[config.mk]
export PLATFORM = sky130hd
export DESIGN_NAME = useq_ret_stack
export DESIGN_NICKNAME = d
export VERILOG_FILES = /design/src/rtl/useq_pkg.sv /design/src/rtl/useq_ret_stack_ram.sv /design/src/rtl/useq_ret_stack.sv
export SDC_FILE = /design/constraint.sdc
export NUM_CORES = 1
export LEC_CHECK = 0
export BUFFER_PORTS_ARGS = -buffer_cell sky130_fd_sc_hd__buf_2
export CAP_MARGIN = 15
export CORE_MARGIN = 3
export CORE_UTILIZATION = 63
export CTS_BUF_LIST = sky130_fd_sc_hd__clkbuf_4 sky130_fd_sc_hd__clkbuf_8
export DETAILED_ROUTE_END_ITERATION = 10
export GPL_TIMING_DRIVEN = 0
export PLACE_DENSITY = 0.91
export REMOVE_ABC_BUFFERS = 1
export SLEW_MARGIN = 5
export SYNTH_ARGS = -nofsm -noshare
export SYNTH_HDL_FRONTEND = slang
export SYNTH_HIERARCHICAL = 1
export SYNTH_SLANG_ARGS = --single-unit
[constraint.sdc]
create_clock -name clk -period 3.9 [get_ports clk]
set_input_delay 0.78 -clock clk [delete_from_list [all_inputs] [get_ports clk]]
set_output_delay 0.78 -clock clk [all_outputs]
set_load 0.01 [all_outputs]
[src/rtl/useq_pkg.sv]
`default_nettype none
// ============================================================================
// Module  : useq_pkg
// Brief   : Shared microsequencer constants: CROM address width, RETURN
//           dispatch codes and the page-fail trap vector.
// Revision: 1.0 - initial release
// ============================================================================
package useq_pkg;

  // Width of a CROM (control store) address.
  localparam int unsigned CROM_AW = 12;

  // DISP field codes that select dispRET as the next microaddress.
  localparam logic [5:0] DISP_RET0 = 6'o01;
  localparam logic [5:0] DISP_RET1 = 6'o41;

  // Microaddress forced on a page-fail trap.
  localparam logic [CROM_AW-1:0] PAGE_FAIL_VEC = 12'o7777;

endpackage : useq_pkg
`default_nettype wire

[src/rtl/useq_ret_stack_ram.sv]
`default_nettype none
// ============================================================================
// Module  : useq_ret_stack_ram
// Brief   : DEPTH x AW register file, one synchronous write port and one
//           asynchronous read port. Contents are not reset.
// Revision: 1.0 - initial release
// ============================================================================
module useq_ret_stack_ram
  import useq_pkg::*;
#(
  parameter int unsigned AW    = CROM_AW,
  parameter int unsigned DEPTH = 16,
  parameter int unsigned PW    = $clog2(DEPTH)
) (
  input  logic          clk,
  input  logic          we,
  input  logic [PW-1:0] waddr,
  input  logic [AW-1:0] wdata,
  input  logic [PW-1:0] raddr,
  output logic [AW-1:0] rdata
);

  logic [AW-1:0] rd_vec [DEPTH];

  for (genvar i = 0; i < DEPTH; i++) begin : g_entry
    logic [AW-1:0] entry_d;
    logic [AW-1:0] entry_q;

    // Load this entry when it is the write target, otherwise keep it.
    always_comb begin
      entry_d = entry_q;
      if (we && (waddr == PW'(i))) begin
        entry_d = wdata;
      end
    end

    // Entry storage; deliberately left out of reset.
    always_ff @(posedge clk) begin
      entry_q <= entry_d;
    end

    assign rd_vec[i] = entry_q;
  end

  assign rdata = rd_vec[raddr];

endmodule : useq_ret_stack_ram
`default_nettype wire

[src/rtl/useq_ret_stack.sv]
`default_nettype none
// ============================================================================
// Module  : useq_ret_stack
// Brief   : Microsequencer call/return stack. Pushes the CROM address on
//           CALL / page-fail, presents top-of-stack as dispRET, and keeps
//           sticky overflow/underflow flags plus an occupancy count.
// Revision: 1.0 - initial release
// ============================================================================
module useq_ret_stack
  import useq_pkg::*;
#(
  parameter int unsigned AW    = CROM_AW,
  parameter int unsigned DEPTH = 16,
  parameter int unsigned CW    = $clog2(DEPTH) + 1
) (
  input  logic          clk,
  input  logic          rst,
  input  logic          clken,
  input  logic          call,
  input  logic          ret,
  input  logic [AW-1:0] addrIN,
  input  logic          clrERR,
  output logic [AW-1:0] addrOUT,
  output logic [CW-1:0] count,
  output logic          overflow,
  output logic          underflow
);

  localparam int unsigned PW = $clog2(DEPTH);

  logic [PW-1:0] sp_d, sp_q;
  logic [CW-1:0] count_d, count_q;
  logic          overflow_d, overflow_q;
  logic          underflow_d, underflow_q;

  logic          wr_en;
  logic [PW-1:0] wr_addr;
  logic [PW-1:0] top_addr;
  logic [AW-1:0] top_data;
  logic          empty;
  logic          full;

  // sp points at the next free slot, so the top lives one below it.
  assign top_addr = sp_q - PW'(1);
  assign empty    = (count_q == '0);
  assign full     = (count_q == CW'(DEPTH));

  useq_ret_stack_ram #(
    .AW    (AW),
    .DEPTH (DEPTH),
    .PW    (PW)
  ) u_ram (
    .clk   (clk),
    .we    (wr_en),
    .waddr (wr_addr),
    .wdata (addrIN),
    .raddr (top_addr),
    .rdata (top_data)
  );

  // Next-state for pointer, occupancy and sticky flags plus the write strobe.
  always_comb begin
    sp_d        = sp_q;
    count_d     = count_q;
    overflow_d  = overflow_q;
    underflow_d = underflow_q;
    wr_en       = 1'b0;
    wr_addr     = sp_q;

    if (clken) begin
      // Clear first so that a set in the same cycle takes priority.
      if (clrERR) begin
        overflow_d  = 1'b0;
        underflow_d = 1'b0;
      end

      unique case ({call, ret})
        2'b10: begin
          // Push; when full the ring overwrites the oldest entry.
          wr_en = 1'b1;
          sp_d  = sp_q + PW'(1);
          if (full) begin
            overflow_d = 1'b1;
          end else begin
            count_d = count_q + CW'(1);
          end
        end
        2'b01: begin
          if (empty) begin
            underflow_d = 1'b1;
          end else begin
            sp_d    = sp_q - PW'(1);
            count_d = count_q - CW'(1);
          end
        end
        2'b11: begin
          if (empty) begin
            // Nothing to replace: behave as a push and flag the bad pop.
            wr_en       = 1'b1;
            sp_d        = sp_q + PW'(1);
            count_d     = count_q + CW'(1);
            underflow_d = 1'b1;
          end else begin
            wr_en   = 1'b1;
            wr_addr = top_addr;
          end
        end
        default: ;
      endcase
    end
  end

  // State registers; asynchronous reset empties the stack immediately.
  always_ff @(posedge clk or posedge rst) begin
    if (rst) begin
      sp_q        <= '0;
      count_q     <= '0;
      overflow_q  <= 1'b0;
      underflow_q <= 1'b0;
    end else begin
      sp_q        <= sp_d;
      count_q     <= count_d;
      overflow_q  <= overflow_d;
      underflow_q <= underflow_d;
    end
  end

  assign addrOUT   = empty ? '0 : top_data;
  assign count     = count_q;
  assign overflow  = overflow_q;
  assign underflow = underflow_q;

endmodule : useq_ret_stack
`default_nettype wire
==> results by group, run 1 <==
Outcome
  – Outcome: finished, final reports clean

Clock tree
  – Clk Latency, worst-skew pair: 0.53 ns
  – CTS sink count: 203
  – Clk buf depth: 3
  – Worst-path clk slew: roughly 0.060 ns
  – H-tree depth: 1
  – Clk Tree Root Cell: clkbuf_8
  – CTS Buf Count: 31
  – CTS tree: done
  – CTS Hold Bufs: 0

Timing
  – Worst relative slew slack: approximately 29%
  – Tmin final: 3.89 ns
  – Worst Clk Skew: roughly 0.018 ns
  – Final number of hold-violating endpoints: 0
  – Endpoints failing setup: 0
  – Final Cycle Share: 99.6%
  – Total negative slack: 0 ns
  – Max Freq: 0.257 GHz
  – Pins Over Slew Limit: 0
  – Worst Tran Pin Value: 1.06 ns
  – RSZ-0062 raised after global routing: yes

GRT
  – Vias in the first global route: between 4,000 and 5,000
  – Largest net degree at the start of global routing: 27
  – Global-route wire length before repair: ~27,000 um
  – GRT overflow: 0
  – Initial antenna violation count: 0
  – Tot GR Track Use: 25.4%

Yosys
  – Top post-synthesis cells by area: edfxtp_1, mux4_2, mux4_1, dfrtp_1, a22oi_1
  – Synth Area per Inst: 19.8 um2
  – Async SR Flop Fraction: 5.42%
  – Synth Flop Type: edfxtp_1
  – Simple-gate share of the synthesized area: 4.86%
  – Synth Area in XOR/XNOR: 1.27%
  – Adder-Cell Fraction of Synth Area: 0.606%
  – Post-synthesis compound-gate area fraction: about 4.0%
  – Largest family of logic cells by synthesized area: multiplexers
  – EDFF count, synth: 192
  – Mux share of post-synthesis cell area: 14.4%
  – Synth top area share: about 70%
  – Syn Inst Count: 418
  – Synth Register Bits: 203
  – Leading area contributor after synthesis: edfxtp_1
  – Yosys warns: 6
  – Distinct cells, synth: 40
  – Seq/Total Area, Yosys: approximately three quarters
  – Mapped Area: 0.00827 mm2

Routing
  – 1st-iter DRT viols: 605
  – Detail Route Antenna Nets: 0
  – Wire length per cell: ~26 um
  – DR vias: 4,515
  – First-pass DRT Iterations: 7
  – Number of vias per cell: 6.58
  – Drt drc: 0
  – Final WL: 18,000 um

Floorplanning
  – Die Ht: 121 um
  – Die Wd: 121 um
  – Core ar.: about 0.013 mm2
  – Starting Density: around 65%
  – Die area: 0.0145 mm2
  – # IOs: 37
  – Cell Rows: 41

Critical path
  – Setup crit start kind: flip-flop
  – Max incr delay on CP: 0.88 ns
  – Crit-path slowest cell: nor2_2
  – Critical Path End Type: flip-flop
  – Critical path, cell by cell: or4_4 > o21ai_0 > nor2b_1 > xnor2_1 > nand2b_1 > nor2_2
  – Delay-heaviest family, CP: simple AND/OR/NAND/NOR gates
  – Critical Path AT: roughly 4 ns
  – Critical path class: flip-flop to flip-flop
  – CP bufs+invs: 0
  – Worst Path Max Fanout: 12
  – CP required: 4.04 ns

Cells and area
  – Fillers: 696
  – Antenna Cells: 0
  – Share of post-route cells with drive strength above 1: 31.7%
  – Area grow syn2layout: 15.0%
  – Fin cells: just under 700
  – Final Net Count: 512

Place
  – Port buffer count: 36
  – Hpwl dp: approximately 11,000 um
  – Final GP Congestion: 0.766
  – Inst Count DP: 621

Flow run
  – Max-Cap Viols: 0

Min path
  – Worst hold path type: input pin to async pin

Power and ir drop
  – Power density cells: 802 mW/mm2
  – Leakage: 3.22 nW
  – Total power: 7.62 mW
  – Worst VDD drop: roughly 0.55 mV
## registers in the layout, indices dropped and copies added (netlist names)
signal	flops
count	5
overflow	1
sp_q	4
u_ram/g_entry.entry_q	192
underflow	1
## metrics by stage
stage | utilization (%) | cell area, um2 | setup WS [ns] | hold slack [ns]
global placement | 67.1 | 8540 | -2.53 | 0.480
finish | 74.7 | 9500 | 0.0139 | 0.233
global route | 74.7 | 9500 | -0.0668 | 0.235
CTS | 74.0 | 9420 | 0.0190 | 0.228
detailed placement | 68.7 | 8740 | 0.00545 | 0.492
floorplan | - | 8140 | -1.01 | 0.529
## repair_timing
item	CTS	global route
buffers inserted	1	5
pin swaps	0	0
cloned	2	0
endpoints found under the setup margin	12	36
resized for setup	10	5
## layout by cell type, fill, tap and decap left out, types with 3 or more instances in the layout
cell type	instances
mux4_2	33
dfrtp_1	11
mux4_1	15
nor3_2	5
o21ai_0	4
nor2_2	6
buf_2	36
nor2b_1	18
clkbuf_4	10
inv_1	3
xnor2_1	8
ha_1	3
clkinv_1	9
nand3_1	3
a22oi_1	24
nand2_1	20
edfxtp_1	192
a21oi_1	7
buf_4	6
buf_6	10
clkinv_2	4
mux2i_1	3
nor2_1	11
nand2b_1	3
clkbuf_8	31
## final timing paths
kind | startpoint | end | slack (ns) | cells past startpoint
max | count[1] | u_ram/g_entry[1].entry_q[0] | 0.01 | 6
min | rst | count[2] | 0.23 | 2
max reg2reg | count[1] | u_ram/g_entry[1].entry_q[0] | 0.01 | 6
min reg2reg | overflow | overflow | 0.50 | 1
max in group asynchronous | rst | sp_q[3] | 3.36 | 2
min in group clk | overflow | overflow | 0.50 | 1
## cell usage after synthesis (3+ instances only)
master	count
nand2b_1	3
nor3_1	4
buf_2	5
nand3_1	3
nor2b_1	20
inv_1	5
dfrtp_1	11
xor2_1	3
clkbuf_1	9
mux2i_1	3
o21ai_0	4
ha_1	4
xnor2_1	9
mux4_2	33
mux4_1	15
a21oi_1	7
a22oi_1	24
edfxtp_1	192
nand2_1	20
nor2_1	18
## metal layers
metal | part of all wire, % | up-vias | global-route usage [%] | routed length [um]
li1 | - | 1870 | - | -
met1 | 37 | 2270 | 34.3 | 6680
met2 | 51 | 314 | 42.8 | 9260
met3 | 8.3 | 61 | 4.26 | 1500
met4 | 3.3 | 0 | 8.78 | 586
met5 | 0 | - | 0 | 0
## cells by family after synthesis
group	count (synthesis)
XOR/XNOR	12
buffers and inverters	23
adder cells (fa/ha/maj)	4
AND/OR/NAND/NOR	78
flip-flops	203
AO/OA/AOI/OAI	45
multiplexers	53
## cell type report
| cell class | count | area, um2 | area share [%] |
|---|---|---|---|
| sequential | 203 | 6040 | 63.6 |
| multi-input combinational | 192 | 2170 | 22.9 |
| clock buffer | 41 | 502 | 5.28 |
| timing repair buffer | 56 | 438 | 4.61 |
| tap | 172 | 215 | 2.26 |
| clock inverter | 16 | 98.8 | 1.04 |
| inverter | 5 | 28.8 | 0.303 |
| timing repair inverter | 1 | 6.26 | 0.0658 |
## power by group
part	leakage, nW	switching, mW	internal (mW)
combinational	1.05	1.77	1.51
sequential	1.86	0.121	2.56
clock	0.313	0.757	0.903
No activity file was read; power rests on OpenSTA's default activity.
==> run 2, diff against run 1 <==
- clock period: 3.9 -> 4.7 ns (I/O delays scaled with it)
==> results by group, run 2 (same netlist as run 1, synthesis figures left out) <==
Floorplanning
  – Core ar.: 0.0127 mm2 (unchanged)
  – Starting Density: 65.0% (unchanged)
  – Die area: 0.0145 mm2 (unchanged)
  – Die Ht: 121 um (unchanged)
  – Cell Rows: 41 (unchanged)
  – Die Wd: 121 um (unchanged)
  – # IOs: 37 (unchanged)

Critical path
  – Setup crit start kind: flip-flop (unchanged)
  – CP required: 3.76 ns (was 4.04 ns)
  – Critical Path AT: 3.54 ns (was 4.02 ns)
  – Worst Path Max Fanout: 44 (was 12)
  – Critical Path End Type: primary output (was flip-flop)
  – Critical path class: flip-flop to primary output (was flip-flop to flip-flop)

Min path
  – Worst hold path type: input pin to async pin (unchanged)

Timing
  – Worst relative slew slack: 27.7% (was 29.3%)
  – Total negative slack: 0 ns (unchanged)
  – Max Freq: ~0.22 GHz
  – Worst Tran Pin Value: 1.08 ns (was 1.06 ns)
  – Worst Clk Skew: 0.0100 ns (was 0.0183 ns)
  – Final number of hold-violating endpoints: 0 (unchanged)
  – RSZ-0062 raised after global routing: no (was yes)
  – Endpoints failing setup: 0 (unchanged)
  – Pins Over Slew Limit: 0 (unchanged)
  – Min Hold Slack: 0.400 ns (was 0.233 ns)
  – Tmin final: 4.48 ns
  – Final Cycle Share: 95.3%

GRT
  – GRT overflow: 0 (unchanged)
  – Tot GR Track Use: 24.3% (was 25.4%)
  – Global-route wire length before repair: 26,100 um (was 27,100 um)
  – Largest net degree at the start of global routing: 45 (was 27)
  – Vias in the first global route: 4,462 (was 4,603)
  – Initial antenna violation count: 0 (unchanged)

Cells and area
  – Largest Register: u_ram/g_entry.entry_q (unchanged)
  – Max reg flops: 192 (unchanged)
  – Most frequent cells in the layout: edfxtp_1, buf_2, mux4_2, clkbuf_8, a22oi_1 (unchanged)
  – Area grow syn2layout: 13.3% (was 15.0%)
  – Share of post-route cells with drive strength above 1: 29.8% (was 31.7%)
  – Final Net Count: 505 (was 512)
  – Leading cell type in the layout, fill and taps excluded: edfxtp_1 (unchanged)
  – Antenna Cells: 0 (unchanged)

Clock tree
  – CTS tree: done (unchanged)
  – Post-CTS Setup Inserts: 0 (was 1)
  – Post_cts resized: 0 (was 10)
  – Worst-path clk slew: 0.06 ns (about the same)
  – Clk buf depth: 3 (unchanged)
  – CTS Buf Count: 31 (unchanged)
  – Clk Latency, worst-skew pair: 0.53 ns (about the same)
  – H-tree depth: 1 (unchanged)
  – CTS sink count: 203 (unchanged)
  – Clk Tree Root Cell: clkbuf_8 (unchanged)
  – CTS Hold Bufs: 0 (unchanged)

Routing
  – Number of vias per cell: 6.49 (was 6.58)
  – Final WL: 17,100 um (was 18,000 um)
  – 1st-iter DRT viols: 513 (was 605)
  – Drt drc: 0 (unchanged)
  – First-pass DRT Iterations: 5 (was 7)
  – Wire length per cell: 25.2 um (was 26.3 um)
  – Detail Route Antenna Nets: 0 (unchanged)
  – DR vias: 4,405 (was 4,515)

Place
  – Hpwl dp: 10,800 um (unchanged)
  – Port buffer count: 36 (unchanged)
  – Final GP Congestion: 0.766 (unchanged)

Power and ir drop
  – Power density cells: 646 mW/mm2 (was 802 mW/mm2)
  – Total power: 6.05 mW (was 7.62 mW)
  – Leakage: 3.15 nW (was 3.22 nW)
  – Worst VDD drop: 0.550 mV (was 0.555 mV)

Outcome
  – Outcome: finished, final reports clean (unchanged)

Flow run
  – Max-Cap Viols: 0 (unchanged)
[run 2: changes by cell type in the layout (fill, tap and decap cells not counted), sizes merged]
| cell | change |
|---|---|
| buf | -5 |
| bufbuf | -1 |
| clkinv | +1 |
| inv | -2 |
[run 2: where the power goes]
part | internal [mW] | total, mW | switching [mW]
Clock | 0.749 | 1.37 | 0.624
Combinational | 1.09 | 2.46 | 1.37
Sequential | 2.12 | 2.22 | 0.0939
Total | 3.96 | 6.05 | 2.08
[run 2: worst max-delay path, cell delays in order, from the launching register on]
cell	delay, ns
dfrtp_1	0.43
inv_4	0.17
buf_16	0.32
ha_1	0.28
clkinv_2	0.43
buf_12	0.35
mux4_2	0.31
a22oi_1	0.23
nand2_1	0.13
nor2b_1	0.16
buf_2	0.19
[run 2: final cells by class]
| type | instances | area (um2) |
|---|---|---|
| Sequential cell | 203 | 6040 |
| Fill cell | 726 | 3360 |
| Multi-Input combinational cell | 192 | 2120 |
| Clock buffer | 41 | 502 |
| Timing Repair Buffer | 50 | 359 |
| Tap cell | 172 | 215 |
| Clock inverter | 16 | 98.8 |
| Inverter | 5 | 22.5 |
[run 2: metal layers]
metal | GRT usage [%] | part of all wire, % | up-vias
met1 | 33.2 | 37 | 2215
met5 | 0 | 0 | -
met2 | 40.5 | 51 | 268
li1 | - | - | 1864
met3 | 4.49 | 8.7 | 58
met4 | 8.00 | 3.4 | 0
[run 2: per-stage QoR]
stage / util (%) / cells / area [um2] / setup WS, ns
after floorplan: - / 400 / 8140 / -0.370
after global placement: 67.1 / 608 / 8540 / -1.89
after detailed placement: 68.7 / 621 / 8740 / 0.645
after CTS: 73.5 / 678 / 9350 / 0.0663
after global routing: 73.6 / 679 / 9360 / 0.00462
final: 73.6 / 679 / 9360 / 0.222
[run 2: path summary, 6_finish.rpt]
| check | start | endpoint | slack (ns) | depth (start not counted) |
|---|---|---|---|---|
| setup / recovery | sp_q[0] | addrOUT[11] | 0.22 | 10 |
| hold / removal | rst | count[2] | 0.40 | 2 |
| setup reg to reg | count[1] | u_ram/g_entry[1].entry_q[0] | 0.85 | 6 |
| hold reg to reg | overflow | overflow | 0.50 | 1 |
| max in group asynchronous | rst | sp_q[3] | 4.00 | 2 |
| min in group clk | overflow | overflow | 0.50 | 1 |
==> run 3, diff against run 2 <==
- clock period: 4.7 -> 4.5 ns (I/O delays scaled with it)
==> results by group, run 3 (same netlist as run 1, synthesis figures left out) <==
Outcome
  – Outcome: finished, final reports clean (unchanged)

Floorplanning
  – # IOs: 37 (unchanged)
  – Starting Density: 65.0% (unchanged)
  – Die Ht: 121 um (unchanged)
  – Core ar.: 0.0127 mm2 (unchanged)
  – Cell Rows: 41 (unchanged)
  – Die area: 0.0145 mm2 (unchanged)
  – Die Wd: 121 um (unchanged)

GRT
  – Largest net degree at the start of global routing: 45 (unchanged)
  – Busiest metal layer after global routing: met2 (unchanged)
  – GRT overflow: 0 (unchanged)
  – Tot GR Track Use: 24.4% (was 24.3%)
  – Vias in the first global route: 4,476 (was 4,462)
  – Met2 Use GR: 40.6% (was 40.5%)
  – Met1 Use GR: 33.3% (was 33.2%)
  – Initial antenna violation count: 0 (unchanged)
  – Global-route wire length before repair: 26,100 um (about the same)
  – Routing usage on met3: 4.44% (was 4.49%)

Cells and area
  – Final Net Count: 504 (was 505)
  – Multi-input gate area: 0.00214 mm2 (was 0.00212 mm2)
  – Max reg flops: 192 (unchanged)
  – Share of post-route cells with drive strength above 1: 30.0% (was 29.8%)
  – Antenna Cells: 0 (unchanged)
  – Fillers: 728 (was 726)
  – Most frequent cells in the layout: edfxtp_1, buf_2, mux4_2, clkbuf_8, a22oi_1 (unchanged)
  – Area grow syn2layout: 13.3% (about the same)
  – Leading cell type in the layout, fill and taps excluded: edfxtp_1 (unchanged)
  – Reg area: 0.00604 mm2 (unchanged)
  – Largest Register: u_ram/g_entry.entry_q (unchanged)

Clock tree
  – H-tree depth: 1 (unchanged)
  – Post-CTS Setup Inserts: 0 (unchanged)
  – CTS tree: done (unchanged)
  – Clk Tree Root Cell: clkbuf_8 (unchanged)
  – CTS sink count: 203 (unchanged)
  – CTS Hold Bufs: 0 (unchanged)
  – Clk buf depth: 3 (unchanged)
  – CTS Buf Count: 31 (unchanged)
  – Worst-path clk slew: 0.06 ns (about the same)
  – Clk Latency, worst-skew pair: 0.53 ns (about the same)

Timing
  – Tmin final: 4.30 ns
  – Final Cycle Share: 95.6%
  – Worst Tran Pin Value: 1.07 ns (was 1.08 ns)
  – RSZ-0062 raised after global routing: no (unchanged)
  – Max Freq: 0.232 GHz
  – Pins Over Slew Limit: 0 (unchanged)
  – Worst Clk Skew: 0.0156 ns (was 0.0100 ns)
  – Min Hold Slack: 0.356 ns (was 0.400 ns)
  – Total negative slack: 0 ns (unchanged)
  – Worst relative slew slack: 28.1% (was 27.7%)
  – Final number of hold-violating endpoints: 0 (unchanged)
  – Endpoints failing setup: 0 (unchanged)

Routing
  – First-pass DRT Iterations: 5 (unchanged)
  – Detail Route Antenna Nets: 0 (unchanged)
  – Final WL: 17,100 um (about the same)
  – Number of vias per cell: 6.45 (was 6.49)
  – 1st-iter DRT viols: 422 (was 513)
  – Drt drc: 0 (unchanged)
  – Wire length per cell: 25.2 um (about the same)
  – DR vias: 4,370 (was 4,405)

Power and ir drop
  – Combinational Power Share: 40.7% (about the same)
  – Leakage: 3.16 nW (was 3.15 nW)
  – Cell Int Power: 4.14 mW (was 3.96 mW)
  – Reg power frac: 36.6% (about the same)
  – Worst VDD drop: 0.606 mV (was 0.550 mV)
  – Power density cells: 675 mW/mm2 (was 646 mW/mm2)
  – Switch share: 34.5% (about the same)
  – Clock Power Share: 22.7% (about the same)
  – Sw power: 2.18 mW (was 2.08 mW)

Place
  – Final GP Congestion: 0.766 (unchanged)
  – Port buffer count: 36 (unchanged)
  – Hpwl dp: 10,800 um (unchanged)

Critical path
  – Critical path class: flip-flop to primary output (unchanged)
  – Critical Path AT: 3.40 ns (was 3.54 ns)
  – Setup crit start kind: flip-flop (unchanged)
  – CP required: 3.60 ns (was 3.76 ns)
  – Worst Path Max Fanout: 44 (unchanged)
  – Critical Path End Type: primary output (unchanged)

Min path
  – Worst hold path type: input pin to async pin (unchanged)

Flow run
  – Max-Cap Viols: 0 (unchanged)
run 3: cell count changes in the layout (fill, tap and decap cells not counted):
cell      previous run  this run
and2_1               2         1
and2_2               0         1
buf_6               11        10
clkinv_2             5         4
inv_4                1         2
nor2b_1             19        18
nor2b_2              1         0
nor2b_4              0         2
run 3: worst max-delay path: stages, from the launching register on:
cell and delay, ns:
dfrtp_1 0.43, inv_4 0.17, buf_16 0.31, ha_1 0.36, inv_4 0.31, buf_12 0.25, mux4_2 0.33, a22oi_1 0.22
nand2_1 0.12, nor2b_1 0.15, buf_2 0.19
run 3: cell type report:
class / count / share of cell area, %
well taps: 172 / 2.30
repair buffers: 49 / 3.71
inverters: 5 / 0.254
multi-input cells: 192 / 22.8
clock inverters: 16 / 1.06
clock buffers: 41 / 5.36
flip-flops and latches: 203 / 64.5
run 3: power by group through the flow:
| stage | Sequential, mW | Clock, mW | Combinational, mW |
|---|---|---|---|
| after floorplan | 2.33 | 0 | 1.67 |
| after global placement | 2.33 | 0 | 2.39 |
| after detailed placement | 2.35 | 0 | 2.52 |
| after CTS | 2.31 | 1.46 | 2.54 |
| after global routing | 2.33 | 1.55 | 2.75 |
| final | 2.31 | 1.43 | 2.57 |
run 3: layer usage:
metal,vias to the layer above,share of wire (%)
met1,2218,37
met3,50,7.8
met2,246,52
li1,1856,-
met4,0,3.0
met5,-,0
run 3: per-stage QoR:
step	std cells	power [mW]	util [%]	area, um2	worst slack [ns]
3_5_place_dp	621	4.86	68.7	8740	0.485
5_1_grt	678	6.62	73.6	9370	0.00700
4_1_cts	678	6.31	73.5	9350	0.0888
3_3_place_gp	608	4.72	67.1	8540	-2.05
6_report	678	6.32	73.6	9370	0.198
2_1_floorplan	400	4.00	-	8140	-0.530
run 3: final timing paths:
check | startpoint | endpoint | cells after the start | slack [ns]
max in group asynchronous | rst | sp_q[0] | 2 | 3.84
min reg2reg | overflow | overflow | 1 | 0.51
max reg2reg | count[1] | u_ram/g_entry[13].entry_q[4] | 6 | 0.68
min in group clk | overflow | overflow | 1 | 0.51
min | rst | count[2] | 2 | 0.36
max | sp_q[0] | addrOUT[11] | 10 | 0.20
run 3: repair_timing:
| action | in CTS | in global routing |
|---|---|---|
| cloned | 0 | 0 |
| setup endpoints to repair | 12 | 12 |
| resized for setup | 3 | 4 |
